[src/rtl/wb_reg_bridge.sv]
// -----------------------------------------------------------------------------
// wb_reg_bridge
//
// Wishbone B4 classic slave to single-outstanding reg-bus bridge. A Wishbone
// request is registered onto the reg bus and held there until the peripheral
// answers with reg_ack. The bridge then returns a one-cycle wbs_ack_o, carrying
// read data for reads and zero for writes. If the master drops wbs_cyc_i while
// the request is outstanding, the reg-bus transfer still completes, but its
// response is discarded.
//
// Optional feature (macro WB_REG_BRIDGE_TIMEOUT_EN):
//   If reg_ack does not arrive within TIMEOUT+1 REQ cycles, the request is
//   withdrawn and a one-cycle wbs_err_o is returned instead. Without the macro
//   the bridge waits for reg_ack indefinitely and wbs_err_o is tied low.
//
// Parameters:
//   AW      reg-bus address width
//   DW      data width (byte enables are DW/8 wide)
//   TIMEOUT REQ-cycle limit before an error is returned (1..65535)
//
// Ports:
//   app_clk, app_rst              clock, synchronous active-high reset
//   wbs_cyc_i/stb_i/we_i          Wishbone cycle, strobe, write enable
//   wbs_adr_i/dat_i/sel_i         Wishbone address, write data, byte selects
//   wbs_dat_o/ack_o/err_o         Wishbone read data, ack, error
//   reg_cs/wr/addr/wdata/be       reg-bus request, held until reg_ack
//   reg_rdata/reg_ack             reg-bus read data and acknowledge
// -----------------------------------------------------------------------------
module wb_reg_bridge #(
   parameter int AW      = 9,
   parameter int DW      = 32,
   parameter int TIMEOUT = 255
) (
   input  logic            app_clk,
   input  logic            app_rst,
   input  logic            wbs_cyc_i,
   input  logic            wbs_stb_i,
   input  logic            wbs_we_i,
   input  logic [AW-1:0]   wbs_adr_i,
   input  logic [DW-1:0]   wbs_dat_i,
   input  logic [DW/8-1:0] wbs_sel_i,
   output logic [DW-1:0]   wbs_dat_o,
   output logic            wbs_ack_o,
   output logic            wbs_err_o,
   output logic            reg_cs,
   output logic            reg_wr,
   output logic [AW-1:0]   reg_addr,
   output logic [DW-1:0]   reg_wdata,
   output logic [DW/8-1:0] reg_be,
   input  logic [DW-1:0]   reg_rdata,
   input  logic            reg_ack
);

   localparam int BW = DW / 8;

   if (TIMEOUT < 1 || TIMEOUT > 65535) begin : g_bad_timeout
      $error("wb_reg_bridge: TIMEOUT must be in 1..65535");
   end

   typedef enum logic [1:0] {
      IDLE = 2'd0,
      REQ  = 2'd1,
      RESP = 2'd2,
      DROP = 2'd3
   } state_t;

   state_t          state_q, state_d;
   logic            reg_cs_q, reg_cs_d;
   logic            reg_wr_q, reg_wr_d;
   logic [AW-1:0]   reg_addr_q, reg_addr_d;
   logic [DW-1:0]   reg_wdata_q, reg_wdata_d;
   logic [BW-1:0]   reg_be_q, reg_be_d;
   logic [DW-1:0]   wbs_dat_q, wbs_dat_d;
   logic            wbs_ack_q, wbs_ack_d;
   logic            drop_q, drop_d;   // master abandoned the cycle while in REQ
   logic            abort;

`ifdef WB_REG_BRIDGE_TIMEOUT_EN
   localparam int            CW   = $clog2(TIMEOUT + 1);
   localparam logic [CW-1:0] TERM = CW'(TIMEOUT);

   logic [CW-1:0]   cnt_q, cnt_d;
   logic            wbs_err_q, wbs_err_d;
   logic            expired;
`endif

   always_comb begin
      state_d     = state_q;
      reg_cs_d    = reg_cs_q;
      reg_wr_d    = reg_wr_q;
      reg_addr_d  = reg_addr_q;
      reg_wdata_d = reg_wdata_q;
      reg_be_d    = reg_be_q;
      drop_d      = drop_q;
      wbs_ack_d   = 1'b0;
      wbs_dat_d   = '0;
      // A cyc drop seen in any REQ cycle, including the reg_ack cycle, kills the response
      abort       = drop_q | ~wbs_cyc_i;
`ifdef WB_REG_BRIDGE_TIMEOUT_EN
      cnt_d       = cnt_q;
      wbs_err_d   = 1'b0;
      expired     = (cnt_q == TERM);
`endif

      case (state_q)
         IDLE: begin
            if (wbs_cyc_i && wbs_stb_i) begin
               reg_cs_d    = 1'b1;
               reg_wr_d    = wbs_we_i;
               reg_addr_d  = wbs_adr_i;
               reg_wdata_d = wbs_dat_i;
               reg_be_d    = wbs_sel_i;
               drop_d      = 1'b0;
`ifdef WB_REG_BRIDGE_TIMEOUT_EN
               cnt_d       = '0;
`endif
               state_d     = REQ;
            end
         end

         REQ: begin
            drop_d = abort;
            if (reg_ack) begin
               reg_cs_d = 1'b0;
               reg_wr_d = 1'b0;
               if (abort) begin
                  state_d = DROP;
               end else begin
                  state_d   = RESP;
                  wbs_ack_d = 1'b1;
                  wbs_dat_d = reg_wr_q ? '0 : reg_rdata;
               end
            end
`ifdef WB_REG_BRIDGE_TIMEOUT_EN
            // reg_ack takes priority over the terminal count
            else if (expired) begin
               reg_cs_d  = 1'b0;
               reg_wr_d  = 1'b0;
               state_d   = abort ? DROP : RESP;
               wbs_err_d = ~abort;
            end else begin
               cnt_d = cnt_q + CW'(1);
            end
`endif
         end

         // Single response/discard cycle; no new request accepted here
         RESP:    state_d = IDLE;
         DROP:    state_d = IDLE;
         default: state_d = IDLE;
      endcase
   end

   always_ff @(posedge app_clk) begin
      if (app_rst) begin
         state_q     <= IDLE;
         reg_cs_q    <= 1'b0;
         reg_wr_q    <= 1'b0;
         reg_addr_q  <= '0;
         reg_wdata_q <= '0;
         reg_be_q    <= '0;
         drop_q      <= 1'b0;
         wbs_ack_q   <= 1'b0;
         wbs_dat_q   <= '0;
`ifdef WB_REG_BRIDGE_TIMEOUT_EN
         cnt_q       <= '0;
         wbs_err_q   <= 1'b0;
`endif
      end else begin
         state_q     <= state_d;
         reg_cs_q    <= reg_cs_d;
         reg_wr_q    <= reg_wr_d;
         reg_addr_q  <= reg_addr_d;
         reg_wdata_q <= reg_wdata_d;
         reg_be_q    <= reg_be_d;
         drop_q      <= drop_d;
         wbs_ack_q   <= wbs_ack_d;
         wbs_dat_q   <= wbs_dat_d;
`ifdef WB_REG_BRIDGE_TIMEOUT_EN
         cnt_q       <= cnt_d;
         wbs_err_q   <= wbs_err_d;
`endif
      end
   end

   assign reg_cs    = reg_cs_q;
   assign reg_wr    = reg_wr_q;
   assign reg_addr  = reg_addr_q;
   assign reg_wdata = reg_wdata_q;
   assign reg_be    = reg_be_q;
   assign wbs_dat_o = wbs_dat_q;
   assign wbs_ack_o = wbs_ack_q;
`ifdef WB_REG_BRIDGE_TIMEOUT_EN
   assign wbs_err_o = wbs_err_q;
`else
   assign wbs_err_o = 1'b0;
`endif

endmodule

[config.mk]
export PLATFORM = sky130hd
export DESIGN_NAME = wb_reg_bridge
export DESIGN_NICKNAME = d
export VERILOG_FILES = /design/src/rtl/wb_reg_bridge.sv
export SDC_FILE = /design/constraint.sdc
export NUM_CORES = 1
export LEC_CHECK = 0
export CAP_MARGIN = 20
export CORE_MARGIN = 2
export CORE_UTILIZATION = 33
export DETAILED_ROUTE_END_ITERATION = 8
export PLACE_DENSITY = 0.87
export SLEW_MARGIN = 0
export SYNTH_ARGS = -nofsm -noshare
export SYNTH_HDL_FRONTEND = slang
export SYNTH_SLANG_ARGS = --single-unit
[constraint.sdc]
create_clock -name app_clk -period 1.35 [get_ports app_clk]
set_input_delay 0.135 -clock app_clk [delete_from_list [all_inputs] [get_ports app_clk]]
set_output_delay 0.135 -clock app_clk [all_outputs]
set_load 0.005 [all_outputs]
==> run_results.csv <==
group,metric,value,unit
run_status,run_status,"finished, violations left",
run_status,failed_checks,"negative setup slack",
floorplanning,num_rows,32,
global_routing,grt_max_degree,49,
synthesis,postSynthRegisterBits,83,
power,cellPowerDensity,1070,nW/µm²
floorplanning,chipWidth,93.8,µm
power,cell_internal_pwr,0.00415,W
global_routing,antenna_violations_before_repair,0,
final_layout,antenna-diode-count,0,
final_layout,drive_above_1_share,0.138,
floorplanning,fp.dieH,93.8,µm
route,vias_per_cell,4.47,
timing,post-route-min-period,1350,ps
timing,finalCritPeriodShare,1.00,
synthesis,ys_warn_count,0,
placed_design,place.detailed.instances,545,
power,share_seq_of_total_power,0.490,
clock_tree,numClockSinks,83,
final_layout,layout.cells.most_common_list,"124 x sky130_fd_sc_hd__clkdlybuf4s50_1, 92 x sky130_fd_sc_hd__nand2_1, 66 x sky130_fd_sc_hd__dfxtp_1, 48 x sky130_fd_sc_hd__a21oi_1, 35 x sky130_fd_sc_hd__dlymetal6s2s_1",
final_layout,layoutNonFillerInstCount,565,
global_routing,grt_overflow_total,0,
route,drt_wl_cell,13.7,µm
floorplanning,core,7770,µm²
clock_tree,cts-hold-fix-buffers,0,
placed_design,gp_routability_congestion,0.710,
global_routing,gr-usage-all-layers,0.158,
clock_tree,clockRootBuffer,"sky130_fd_sc_hd__clkbuf_8",
placed_design,post-place-ws,-175,ps
power,net-switching-power,0.00109,W
power,power.leakage,2.42,nW
synthesis,post_synth_instance_area,2660,µm²
hold_path,worstHoldPathCells,3,
critical_path,maximum_fanout_along_the_worst_path,8,
clock_tree,insertion_delay,340,ps
global_routing,grt_pass1_vias,2379,
synthesis,yosys.cell_types.count,20,
floorplanning,ioPinCount,164,
final_layout,layout_commonest_cell,"sky130_fd_sc_hd__clkdlybuf4s50_1",
critical_path,required,1630,ps
clock_tree,htree_levels,3,
floorplanning,start_util,0.342,
timing,least_setup_slack_across_all_paths_after_layout,-3.96,ps
timing,worst_hold_slack,122,ps
timing,grt_setup_unrepaired,"yes",
clock_tree,tritoncts,"built",
synthesis,synth-seq-area-share,0.625,
route,antenna_left,0,
critical_path,max_stage_delay,370,ps
global_routing,global_route_wire_length_before_repair,10800,µm
clock_tree,clk_pin_slew_worst_paths,80,ps
clock_tree,numCtsBuffers,9,
final_layout,flow.area_growth_from_synthesis,83.5,%
run,max_cap_viol_count,0,
critical_path,path_cells,"or2_4 > nor4_4 > buf_6 > clkbuf_16 > and2_4",
power,power.clock.fraction,0.389,
critical_path,criticalPathCategory,"reg -> reg",
critical_path,worstSetupEndpointType,"flop",
final_layout,final_core_area_utilization,0.628,
placed_design,placement.io_buffers,162,
timing,skew,10.5,ps
timing,setup_viol,3,
synthesis,synth.net_count,374,
clock_tree,ctsLongestPathBuffers,2,
route,remaining_drc_errors,0,
power,part_of_the_total_power_dissipated_in_combinational_logic,0.120,
critical_path,cp_data_arrival_time,1640,ps
critical_path,crit_path_top_delay_cell,"sky130_fd_sc_hd__dfxtp_4",
final_layout,fill_cells,632,
power,ir_worst_vdd,0.682,mV
timing,final_count_of_hold_timing_violations,0,
floorplanning,floorplan.die_area,8790,µm²
power,net_switching_share_of_the_total_power,0.208,
critical_path,startpoint_type,"flop",
route,via_count,2527,
timing,total_count_of_max_transition_violations_in_the_final_report,0,
route,detail_route.wirelength,7710,µm
placed_design,place_hpwl,5530,µm
route,detailedRoute.firstPassIterationCount,4,
hold_path,min_path_type,"in -> reg",
critical_path,rr_worst_depth,5,
synthesis,average_cell_area_after_synthesis,9.14,µm²
route,dr.first_iter.drc_count,44,
synthesis,netlist_instances,291,
final_layout,finish.net_count,543,
timing,max_freq,0.739,GHz
cell type report:
cell class / count / area, µm² / share of cell area
sequential: 83 / 1690 / 0.345
multi-input combinational: 189 / 945 / 0.194
tap: 102 / 128 / 0.0262
clock buffer: 9 / 124 / 0.0254
timing repair buffer: 177 / 1890 / 0.388
clock inverter: 5 / 104 / 0.0213
power groups by stage:
stage / clock, W / sequential [W] / combinational [W]
global placement: 0 / 0.00262 / 0.000615
CTS: 0.00208 / 0.00257 / 0.000630
finish: 0.00204 / 0.00257 / 0.000631
detailed placement: 0 / 0.00263 / 0.000629
floorplan: 0 / 0.00263 / 0.000175
global route: 0.00221 / 0.00258 / 0.000684
logic make-up (layout without fill, tap and decap cells):
kind of cell / count (synthesis) / in the layout / synth area share
AO/OA/AOI/OAI: 52 / 52 / 0.0998
other: 1 / 1 / 0.00141
flip-flops: 83 / 83 / 0.625
buffers and inverters: 19 / 191 / 0.0339
AND/OR/NAND/NOR: 136 / 136 / 0.240
synthesized netlist by cell type:
master / n / share of area
sky130_fd_sc_hd__o21ai_0: 2 / 0.0038
sky130_fd_sc_hd__and2_1: 32 / 0.075
sky130_fd_sc_hd__nand2b_1: 1 / 0.0024
sky130_fd_sc_hd__nor4_4: 1 / 0.0080
sky130_fd_sc_hd__dfxtp_1: 83 / 0.62
sky130_fd_sc_hd__clkbuf_1: 6 / 0.0085
sky130_fd_sc_hd__buf_2: 9 / 0.017
sky130_fd_sc_hd__nor3_1: 2 / 0.0038
sky130_fd_sc_hd__o211ai_1: 1 / 0.0028
sky130_fd_sc_hd__buf_4: 1 / 0.0028
sky130_fd_sc_hd__clkbuf_2: 3 / 0.0056
sky130_fd_sc_hd__and4bb_2: 1 / 0.0047
sky130_fd_sc_hd__nor2_1: 4 / 0.0056
sky130_fd_sc_hd__a21oi_1: 48 / 0.090
sky130_fd_sc_hd__or2_4: 1 / 0.0033
sky130_fd_sc_hd__nand2_1: 92 / 0.13
sky130_fd_sc_hd__nand4bb_1: 1 / 0.0042
sky130_fd_sc_hd__nand3b_1: 1 / 0.0028
sky130_fd_sc_hd__conb_1: 1 / 0.0014
sky130_fd_sc_hd__a21o_1: 1 / 0.0028
path summary, 6_finish.rpt:
path	from	end	slack, ps
worst max-delay path	state_q[1]$_SDFFE_PP0P_	wbs_dat_o[18]$_SDFF_PP0_	-4
worst min-delay path	app_rst	state_q[0]$_SDFFE_PP0P_	120
worst max register to register	state_q[1]$_SDFFE_PP0P_	wbs_dat_o[18]$_SDFF_PP0_	-4
worst min register to register	reg_wdata[27]$_SDFFE_PP0P_	reg_wdata[27]$_SDFFE_PP0P_	450
state kept, by name (all words and copies together), names as in the netlist:
name,flops
reg_wdata,32
wbs_dat_o,32
reg_addr,9
reg_be,4
state_q,2
drop_q,1
reg_cs,1
reg_wr,1
wbs_ack_o,1
repair_timing:
action / in CTS / in global routing
gates resized for setup: 3 / 66
pin swaps: 0 / 14
cloned: 0 / 3
buffers inserted: 0 / 3
setup endpoints to repair: 2 / 81
metal layers:
| layer | GRT usage | vias up | wire length, µm |
|---|---|---|---|
| met5 | 0 | - | 0 |
| met4 | 0.0773 | 0 | 205 |
| met3 | 0.0401 | 18 | 383 |
| met2 | 0.294 | 86 | 4240 |
| met1 | 0.162 | 1163 | 2880 |
| li1 | - | 1260 | - |
critical path, delay by kind of cell, from the launching register on:
kind | cells | cell delay [ps]
AND/OR/NAND/NOR | 3 | 620
flip-flops | 1 | 370
buffers and inverters | 2 | 320
per-stage QoR:
stage	area (µm²)	total power, W	TNS [ps]
after floorplan	2660	0.00281	0
after CTS	4650	0.00528	0
after detailed placement	4420	0.00326	-11710
after global placement	4420	0.00324	-8190
after global routing	4880	0.00547	-886
final	4880	0.00524	-7.62
No activity file was read; power rests on OpenSTA's default activity.
